<file path="src/rtl/lvds_video_in_if.sv">
// rtl/lvds_video_in_if.sv - lane-word inputs and decoded video outputs of the LVDS video receiver
interface lvds_video_in_if;
  logic [6:0]  in_1a_data;
  logic [6:0]  in_1b_data;
  logic [6:0]  in_1c_data;
  logic [6:0]  in_1d_data;
  logic [6:0]  in_2a_data;
  logic [6:0]  in_2b_data;
  logic [6:0]  in_2c_data;
  logic [6:0]  in_2d_data;
  logic [6:0]  in_clk;
  logic        out_bitslip;
  logic        out_locked;
  logic        out_vsync;
  logic        out_hsync;
  logic        out_de;
  logic [15:0] out_data_r;
  logic [15:0] out_data_g;
  logic [15:0] out_data_b;

  modport master (
    output in_1a_data, in_1b_data, in_1c_data, in_1d_data,
    output in_2a_data, in_2b_data, in_2c_data, in_2d_data, in_clk,
    input  out_bitslip, out_locked, out_vsync, out_hsync, out_de,
    input  out_data_r, out_data_g, out_data_b
  );

  modport slave (
    input  in_1a_data, in_1b_data, in_1c_data, in_1d_data,
    input  in_2a_data, in_2b_data, in_2c_data, in_2d_data, in_clk,
    output out_bitslip, out_locked, out_vsync, out_hsync, out_de,
    output out_data_r, out_data_g, out_data_b
  );
endinterface

</file>
<file path="src/rtl/lvds_video_in.sv">
// rtl/lvds_video_in.sv - 7:1 LVDS two-pixel video receiver: bitslip word alignment and lane unpacking
// Optional macro LVDS_IN_LINK_CHECK_EN adds a link-1/link-2 sync agreement check to the lock criteria.
module lvds_video_in #(
  parameter int LOCK_COUNT = 16,
  parameter int ERR_LIMIT  = 4,
  parameter int SLIP_WAIT  = 8
) (
  input  logic            clk,
  input  logic            resetn,
  lvds_video_in_if.slave  bus
);
  localparam logic [6:0] CLK_PATTERN = 7'b1100011;

  typedef enum logic [2:0] {HUNT, SLIP, WAIT, VERIFY, LOCKED} state_t;

  state_t     state;
  logic [7:0] match_cnt;
  logic [7:0] wait_cnt;
  logic [3:0] err_cnt;
  logic       s1_valid;
  logic [6:0] s1_1a, s1_1b, s1_1c, s1_1d;
  logic [6:0] s1_2a, s1_2b, s1_2c, s1_2d;
  logic [6:0] s1_clk;

  logic        clk_ok;
  logic        link_ok;
  logic        word_ok;
  logic        stay_locked;
  logic [23:0] pix1;
  logic [23:0] pix2;

  // Returns {r, g, b}; lane bit 6 is the first serial bit.
  function automatic logic [23:0] decode(input logic [6:0] a, input logic [6:0] b,
                                         input logic [6:0] c, input logic [6:0] d);
    logic [7:0] r, g, bl;
    r  = {d[5], d[6], a[1], a[2], a[3], a[4], a[5], a[6]};
    g  = {d[3], d[4], b[2], b[3], b[4], b[5], b[6], a[0]};
    bl = {d[1], d[2], c[3], c[4], c[5], c[6], b[0], b[1]};
    return {r, g, bl};
  endfunction

  assign clk_ok = (s1_clk == CLK_PATTERN);
`ifdef LVDS_IN_LINK_CHECK_EN
  assign link_ok = (s1_2c[2:0] == s1_1c[2:0]);
`else
  assign link_ok = 1'b1;
`endif
  assign word_ok = clk_ok && link_ok;
  // Still in LOCKED after this edge: drives out_locked and the video gate.
  assign stay_locked = (state == LOCKED) && (word_ok || (err_cnt != 4'(ERR_LIMIT - 1)));
  assign pix1 = decode(s1_1a, s1_1b, s1_1c, s1_1d);
  assign pix2 = decode(s1_2a, s1_2b, s1_2c, s1_2d);

  always_ff @(posedge clk or negedge resetn) begin
    if (!resetn) begin
      state           <= HUNT;
      match_cnt       <= '0;
      wait_cnt        <= '0;
      err_cnt         <= '0;
      s1_valid        <= 1'b0;
      s1_1a           <= '0;
      s1_1b           <= '0;
      s1_1c           <= '0;
      s1_1d           <= '0;
      s1_2a           <= '0;
      s1_2b           <= '0;
      s1_2c           <= '0;
      s1_2d           <= '0;
      s1_clk          <= '0;
      bus.out_bitslip <= 1'b0;
      bus.out_locked  <= 1'b0;
      bus.out_vsync   <= 1'b0;
      bus.out_hsync   <= 1'b0;
      bus.out_de      <= 1'b0;
      bus.out_data_r  <= '0;
      bus.out_data_g  <= '0;
      bus.out_data_b  <= '0;
    end else begin
      s1_valid <= 1'b1;
      s1_1a    <= bus.in_1a_data;
      s1_1b    <= bus.in_1b_data;
      s1_1c    <= bus.in_1c_data;
      s1_1d    <= bus.in_1d_data;
      s1_2a    <= bus.in_2a_data;
      s1_2b    <= bus.in_2b_data;
      s1_2c    <= bus.in_2c_data;
      s1_2d    <= bus.in_2d_data;
      s1_clk   <= bus.in_clk;

      bus.out_bitslip <= 1'b0;
      bus.out_locked  <= stay_locked;
      bus.out_vsync   <= 1'b0;
      bus.out_hsync   <= 1'b0;
      bus.out_de      <= 1'b0;
      bus.out_data_r  <= '0;
      bus.out_data_g  <= '0;
      bus.out_data_b  <= '0;

      if (stay_locked) begin
        bus.out_hsync <= s1_1c[2];
        bus.out_vsync <= s1_1c[1];
        bus.out_de    <= s1_1c[0];
        if (s1_1c[0]) begin
          bus.out_data_r <= {pix2[23:16], pix1[23:16]};
          bus.out_data_g <= {pix2[15:8],  pix1[15:8]};
          bus.out_data_b <= {pix2[7:0],   pix1[7:0]};
        end
      end

      case (state)
        HUNT: begin
          // Stage 1 holds reset zeros in the first cycle; judging them would cost a needless slip.
          if (s1_valid) begin
            if (clk_ok) begin
              state     <= VERIFY;
              match_cnt <= 8'd1;
            end else begin
              state           <= SLIP;
              bus.out_bitslip <= 1'b1;
            end
          end
        end
        SLIP: begin
          state    <= WAIT;
          wait_cnt <= '0;
        end
        WAIT: begin
          if (wait_cnt == 8'(SLIP_WAIT - 1)) begin
            state <= HUNT;
          end else begin
            wait_cnt <= wait_cnt + 8'd1;
          end
        end
        VERIFY: begin
          if (word_ok) begin
            match_cnt <= match_cnt + 8'd1;
            if (match_cnt == 8'(LOCK_COUNT - 1)) begin
              state   <= LOCKED;
              err_cnt <= '0;
            end
          end else begin
            state           <= SLIP;
            bus.out_bitslip <= 1'b1;
          end
        end
        LOCKED: begin
          if (word_ok) begin
            err_cnt <= '0;
          end else if (err_cnt == 4'(ERR_LIMIT - 1)) begin
            state           <= SLIP;
            err_cnt         <= '0;
            bus.out_bitslip <= 1'b1;
          end else begin
            err_cnt <= err_cnt + 4'd1;
          end
        end
        default: state <= HUNT;
      endcase
    end
  end
endmodule
</file>
<file path="src/flat_wrapper.sv">
// flat-port wrapper written by rule: the top's interface ports become plain ports
module lvds_video_in_flat 
#(
  parameter int LOCK_COUNT = 16,
  parameter int ERR_LIMIT  = 4,
  parameter int SLIP_WAIT  = 8
)
  (clk, resetn, bus_in_1a_data, bus_in_1b_data, bus_in_1c_data, bus_in_1d_data, bus_in_2a_data, bus_in_2b_data, bus_in_2c_data, bus_in_2d_data, bus_in_clk, bus_out_bitslip, bus_out_locked, bus_out_vsync, bus_out_hsync, bus_out_de, bus_out_data_r, bus_out_data_g, bus_out_data_b);
  lvds_video_in_if bus_i ();
  input  logic clk;
  input  logic resetn;
  input wire logic [$bits(bus_i.in_1a_data)-1:0] bus_in_1a_data;
  input wire logic [$bits(bus_i.in_1b_data)-1:0] bus_in_1b_data;
  input wire logic [$bits(bus_i.in_1c_data)-1:0] bus_in_1c_data;
  input wire logic [$bits(bus_i.in_1d_data)-1:0] bus_in_1d_data;
  input wire logic [$bits(bus_i.in_2a_data)-1:0] bus_in_2a_data;
  input wire logic [$bits(bus_i.in_2b_data)-1:0] bus_in_2b_data;
  input wire logic [$bits(bus_i.in_2c_data)-1:0] bus_in_2c_data;
  input wire logic [$bits(bus_i.in_2d_data)-1:0] bus_in_2d_data;
  input wire logic [$bits(bus_i.in_clk)-1:0] bus_in_clk;
  output wire logic [$bits(bus_i.out_bitslip)-1:0] bus_out_bitslip;
  output wire logic [$bits(bus_i.out_locked)-1:0] bus_out_locked;
  output wire logic [$bits(bus_i.out_vsync)-1:0] bus_out_vsync;
  output wire logic [$bits(bus_i.out_hsync)-1:0] bus_out_hsync;
  output wire logic [$bits(bus_i.out_de)-1:0] bus_out_de;
  output wire logic [$bits(bus_i.out_data_r)-1:0] bus_out_data_r;
  output wire logic [$bits(bus_i.out_data_g)-1:0] bus_out_data_g;
  output wire logic [$bits(bus_i.out_data_b)-1:0] bus_out_data_b;
  assign bus_i.in_1a_data = bus_in_1a_data;
  assign bus_i.in_1b_data = bus_in_1b_data;
  assign bus_i.in_1c_data = bus_in_1c_data;
  assign bus_i.in_1d_data = bus_in_1d_data;
  assign bus_i.in_2a_data = bus_in_2a_data;
  assign bus_i.in_2b_data = bus_in_2b_data;
  assign bus_i.in_2c_data = bus_in_2c_data;
  assign bus_i.in_2d_data = bus_in_2d_data;
  assign bus_i.in_clk = bus_in_clk;
  assign bus_out_bitslip = bus_i.out_bitslip;
  assign bus_out_locked = bus_i.out_locked;
  assign bus_out_vsync = bus_i.out_vsync;
  assign bus_out_hsync = bus_i.out_hsync;
  assign bus_out_de = bus_i.out_de;
  assign bus_out_data_r = bus_i.out_data_r;
  assign bus_out_data_g = bus_i.out_data_g;
  assign bus_out_data_b = bus_i.out_data_b;
  lvds_video_in #(.LOCK_COUNT(LOCK_COUNT), .ERR_LIMIT(ERR_LIMIT), .SLIP_WAIT(SLIP_WAIT)) u_core (.clk(clk), .resetn(resetn), .bus(bus_i));
endmodule
</file>
<file path="config.mk">
export PLATFORM = sky130hd
export DESIGN_NAME = lvds_video_in_flat
export DESIGN_NICKNAME = d
export VERILOG_FILES = /design/src/rtl/lvds_video_in_if.sv /design/src/rtl/lvds_video_in.sv /design/src/flat_wrapper.sv
export SDC_FILE = /design/constraint.sdc
export NUM_CORES = 1
export LEC_CHECK = 0
export ABC_AREA = 1
export BUFFER_PORTS_ARGS = -buffer_cell sky130_fd_sc_hd__buf_2
export CORE_UTILIZATION = 55
export CTS_CLUSTER_SIZE = 24
export DETAILED_ROUTE_END_ITERATION = 16
export HOLD_SLACK_MARGIN = 0.03
export PLACE_DENSITY = 0.87
export SLEW_MARGIN = 15
export SYNTH_ARGS = -nofsm -noshare
export SYNTH_HDL_FRONTEND = slang
export SYNTH_SLANG_ARGS = --single-unit
</file>
<file path="constraint.sdc">
create_clock -name clk -period 4.1 [get_ports clk]
set_input_delay 0.82 -clock clk [delete_from_list [all_inputs] [get_ports clk]]
set_output_delay 0.82 -clock clk [all_outputs]
set_load 0.05 [all_outputs]
</file>
# [Word level (Yosys, flattened, before mapping)]
# Index checks and enable logic that the tools add are counted.
# Widths: inputs -> output; s select.
[word_totals] word_cells=86 in_bits=65 reg_bits=140
[classes] n_addsub=3 n_eq_ne=18 reduce_logical=10 n_mux=33
[ops] cell="$mux 16" count=6
[ops] cell="$mux 8" count=4
[ops] cell="$pmux 8 s2" count=2
[ops] cell="$mux 3" count=6
[ops] cell="$add 8x1->8 const B" count=2
[ops] cell="$mux 4" count=4
[ops] cell="$pmux 3 s5" count=1
[ops] cell="$ne 2x1->1 const B" count=5
[ops] cell="$eq 8x3->1 const B" count=1
[ops] cell="$eq 8x4->1 const B" count=1
[ops] cell="$pmux 4 s2" count=1
[ops] cell="$eq 7x7->1 const B" count=1
[ops] cell="$mux 1" count=7
[ops] cell="$eq 3x2->1 const B" count=2
[ops] cell="$ne 2x2->1 const B" count=3
[ops] cell="$reduce_bool 2->1" count=3
[ops] cell="$reduce_and 5->1" count=1
[ops] cell="$add 4x1->4 const B" count=1
[ops] cell="$eq 4x2->1 const B" count=1
[ops] cell="$ne 4x2->1 const B" count=1
[ops] cell="$reduce_and 4->1" count=1
[ops] cell="$eq 3x1->1 const B" count=1
[ops] cell="$eq 3x3->1 const B" count=1
[ops] cell="$logic_not 3->1" count=1
[ops] cell="7 further kinds" count=7

# [Logic depth before layout (Yosys ltp)]
[depth] depth_word=4 mapped_depth=9

# [Worst setup path after synthesis]
# OpenSTA, ideal clock, no wires.
[synth_path] path_kind="register to output" from="register u_core.bus.out_bitslip" to="output bus_out_bitslip" arrival_time_ns=0.586 setup_slack_ns=2.694 path_stages_with_launch=1 path_buffers=0 path_cell_list="dfrtp_1"
[synth_rtl] item="start: declaration" line_no="lvds_video_in_if.sv:31" source="output out_bitslip, out_locked, out_vsync, out_hsync, out_de,"
[synth_rtl] item="start signal: assignment" line_no="lvds_video_in.sv:70" source="bus.out_bitslip <= 1'b0;"
[synth_rtl] item="start signal: assignment" line_no="lvds_video_in.sv:90" source="bus.out_bitslip <= 1'b0;"
[synth_rtl] item="start signal: assignment" line_no="lvds_video_in.sv:119" source="bus.out_bitslip <= 1'b1;"
[synth_rtl] item="end: declaration" line_no="flat_wrapper.sv:21" source="output wire logic [$bits(bus_i.out_bitslip)-1:0] bus_out_bitslip;"
# No word-level cell between the ends.

# [Final worst setup path]
[layout_path] from="register u_core.err_cnt[0]" to="register u_core.bus.out_de"
[layout_between] elab_chain_cells=4
[layout_lines] item="start: declaration" line_no="lvds_video_in.sv:19" source="logic [3:0] err_cnt;"
[layout_lines] item="start signal: assignment" line_no="lvds_video_in.sv:154" source="err_cnt <= err_cnt + 4'd1;"
[layout_lines] item="$ne 4x2->1" line_no="lvds_video_in.sv:50" source="assign stay_locked = (state == LOCKED) && (word_ok || (err_cnt != 4'(ERR_LIMIT - 1)));"
[layout_lines] item="$logic_or 1x1->1" line_no="lvds_video_in.sv:50"
[layout_lines] item="$logic_and 1x1->1" line_no="lvds_video_in.sv:50"
[layout_lines] item="net u_core.stay_locked" line_no="lvds_video_in.sv:28" source="logic stay_locked;"
[layout_lines] item="$mux 1" line_no="lvds_video_in.sv:99" source="if (stay_locked) begin"
[layout_lines] item="end signal: assignment" line_no="lvds_video_in.sv:102" source="bus.out_de <= s1_1c[0];"
[layout_lines] item="end: declaration" line_no="lvds_video_in_if.sv:31"
# The timed path passes the listed nets, and every way through them passes these cells.
# A chain may end at the register's enable or synchronous reset.

==> results.tsv <==
metric	value	unit
status	finished clean	
grt_pass1_vias	3451	
yosysWarnings	0	
yosysMostFrequentCell	dfrtp_1	
hold_path.class	in -> async	
p_int	0.00239	W
ys_ff_latch	135	
drive_gt1_share	28.5	%
power_frac_clock	46.3	%
async_reset_ff_share	100	%
pwr-share-comb	9.8	%
io_buffers	112	
netlist_instances	436	
worst_setup_path_end_kind	flip-flop	
regToRegSetupSlack	2080	ps
rsz0062_at_grt	false	
wl_per_cell	14.7	um
utilization	72.4	%
routabilityCongestion	0.855	
cts.sinks	135	
period_needed	2020	ps
synth_common_cells	dfrtp_1 (135), nand2_1 (113), nor2_1 (72)	
drt_iter0_drc	196	
cts_inserted_buffers	17	
required	4510	ps
row_count	33	
diodes	0	
holdBufCountCts	0	
p_sw	0.000895	W
grt-ovfl-total	0	
viasPerCell	5.07	
reg2reg_depth	8	
dieArea	9000	sq um
power_frac_seq	44.0	%
post_synth_instance_area	4750	sq um
ctsRootBufferMaster	clkbuf_8	
ys_types	30	
syn_to_final_growth	26.5	%
antenna_left	0	
peakVddDrop	0.456	mV
clk_pin_slew	60	ps
finalSetupViolCount	0	
synth_top_area_share	71.2	%
grt_use_total	24.5	%
cellPowerDensity	546	nW/um^2
grt_pass1_wl	16000	um
cts_tree	built	
fillers	542	
syn_avg_cell_area	10.9	sq um
relSlewSlack	35.6	%
cts_resized	0	
yosysTopAreaCell	dfrtp_1	
max_freq	0.494	GHz
p_leak	3.20	nW
ys_seq_area_share	71.2	%
seq_area	3380	sq um
cap_violations	0	
grt_max_degree	69	
setup_tns	0	ps
path_max_fanout	52	
nets	626	
worst_slew_pin_slew	963	ps
via_count	3430	
drc	0	
worst_setup_path_start_kind	flip-flop	
fin_crit_sh	49.4	%
switching_share	27.3	%
die_y	94.9	um
fin_skew	8.50	ps
reg2reg_from	u_core.err_cnt[0]	
htreeDepth	4	
firstDrtPassIters	5	
cts_setup_buffers	0	
start_util	57.2	%
finalMaxSlewViolations	0	
hpwl	6220	um
synth_edf_count	0	
routed_wl	9960	um
synth_flop_cell	dfrtp_1	
multi_input_area	1210	sq um
ios	118	
die_w	94.9	um
crit_type	reg -> reg	
final_hold_viol_count	0	
synth.net_count	504	
worst_ep_arrival_time	2440	ps
synth_area_leaders	dfrtp_1 (71%), nand2_1 (8.9%), nor2_1 (5.7%)	
clock_path_buffers	2	
r2r_end	u_core.bus.out_de	
clock_latency	520	ps
grt_antenna_before_repair	0	
core	8300	sq um
-- how the worst max path moves through the flow --
stage / start / end / slack, ps / cells past startpoint
CTS: u_core.err_cnt[0] / u_core.bus.out_de / 2070 / 8
floorplan: u_core.bus.out_bitslip / bus_out_bitslip / 2690 / 0
finish: u_core.err_cnt[0] / u_core.bus.out_de / 2080 / 8
global route: u_core.err_cnt[0] / u_core.bus.out_de / 1870 / 8
detailed placement: u_core.err_cnt[0] / u_core.bus.out_de / 2140 / 8
global placement: u_core.s1_clk[5] / u_core.bus.out_de / 2160 / 8
-- worst max-delay path: stages (launching register included) --
cell and delay, ps:
dfrtp_1 410, ha_1 220, nand2_1 130, inv_1 80
nand2_1 80, nand2_2 720, inv_1 130, nand2_1 90
inv_1 40
-- per-stage QoR --
| step | worst slack [ps] | power, W | std cells | hold WS (ps) | instance area (sq um) |
|---|---|---|---|---|---|
| after floorplan | 2690 | 0.00167 | 436 | 448 | 4750 |
| after global placement | 2160 | 0.00175 | 644 | 451 | 5410 |
| after detailed placement | 2140 | 0.00178 | 644 | 471 | 5410 |
| after CTS | 2070 | 0.00330 | 676 | 298 | 6010 |
| after global routing | 1870 | 0.00340 | 676 | 330 | 6010 |
| final | 2080 | 0.00328 | 676 | 285 | 6010 |
-- state kept, by name (all words and copies together) (netlist names), 7 cells and up --
signal and cells:
u_core.bus.out_data_b 16, u_core.s1_2a 7, u_core.s1_2b 7, u_core.s1_1c 7, u_core.s1_clk 7, u_core.bus.out_data_r 16, u_core.match_cnt 8, u_core.s1_1b 7
u_core.wait_cnt 8, u_core.s1_1a 7, u_core.bus.out_data_g 16
-- power groups by stage --
stage	combinational [W]	clock, W	sequential (W)
after floorplan	0.000195	0	0.00147
after global placement	0.000294	0	0.00146
after detailed placement	0.000312	0	0.00146
after CTS	0.000320	0.00154	0.00144
after global routing	0.000360	0.00160	0.00145
final	0.000320	0.00152	0.00144
-- metal layers --
metal	part of all wire, %	vias up	global-route usage (%)
met1	38	1637	28.3
met4	2.6	0	11.0
met2	52	157	40.8
met5	0	-	0
li1	-	1606	-
met3	6.8	30	8.86
-- area by class of cell --
class                           instances  area share, %
Clock buffer                           17           6.90
Clock inverter                         15           3.10
Inverter                               26           1.62
Multi-Input combinational cell        263           20.1
Sequential cell                       135           56.2
Tap cell                              105           2.19
Timing Repair Buffer                  115           9.81
-- cells in the final DEF, fill, tap and decap left out, types with 3 or more instances in the layout --
cell	instances
nand3_1	28
o21ai_0	11
inv_1	21
inv_2	5
clkbuf_16	16
ha_1	3
nor2_1	72
buf_4	3
nand2_1	112
buf_2	111
clkinv_4	3
a21oi_1	4
xor2_1	3
o21ai_1	5
nor3_1	4
inv_8	3
inv_6	4
dfrtp_1	135
-- cells by family (layout without fill, tap and decap cells) --
group | count (synthesis) | count (layout) | synth area share, %
buf+inv | 38 | 173 | 3.40
other cells | 1 | 1 | 0.0790
compound gates | 26 | 26 | 3.35
simple gates | 230 | 230 | 20.6
fa+ha+maj | 3 | 3 | 0.791
flops | 135 | 135 | 71.2
xor+xnor | 3 | 3 | 0.554
(Power assumes the default switching activity.)
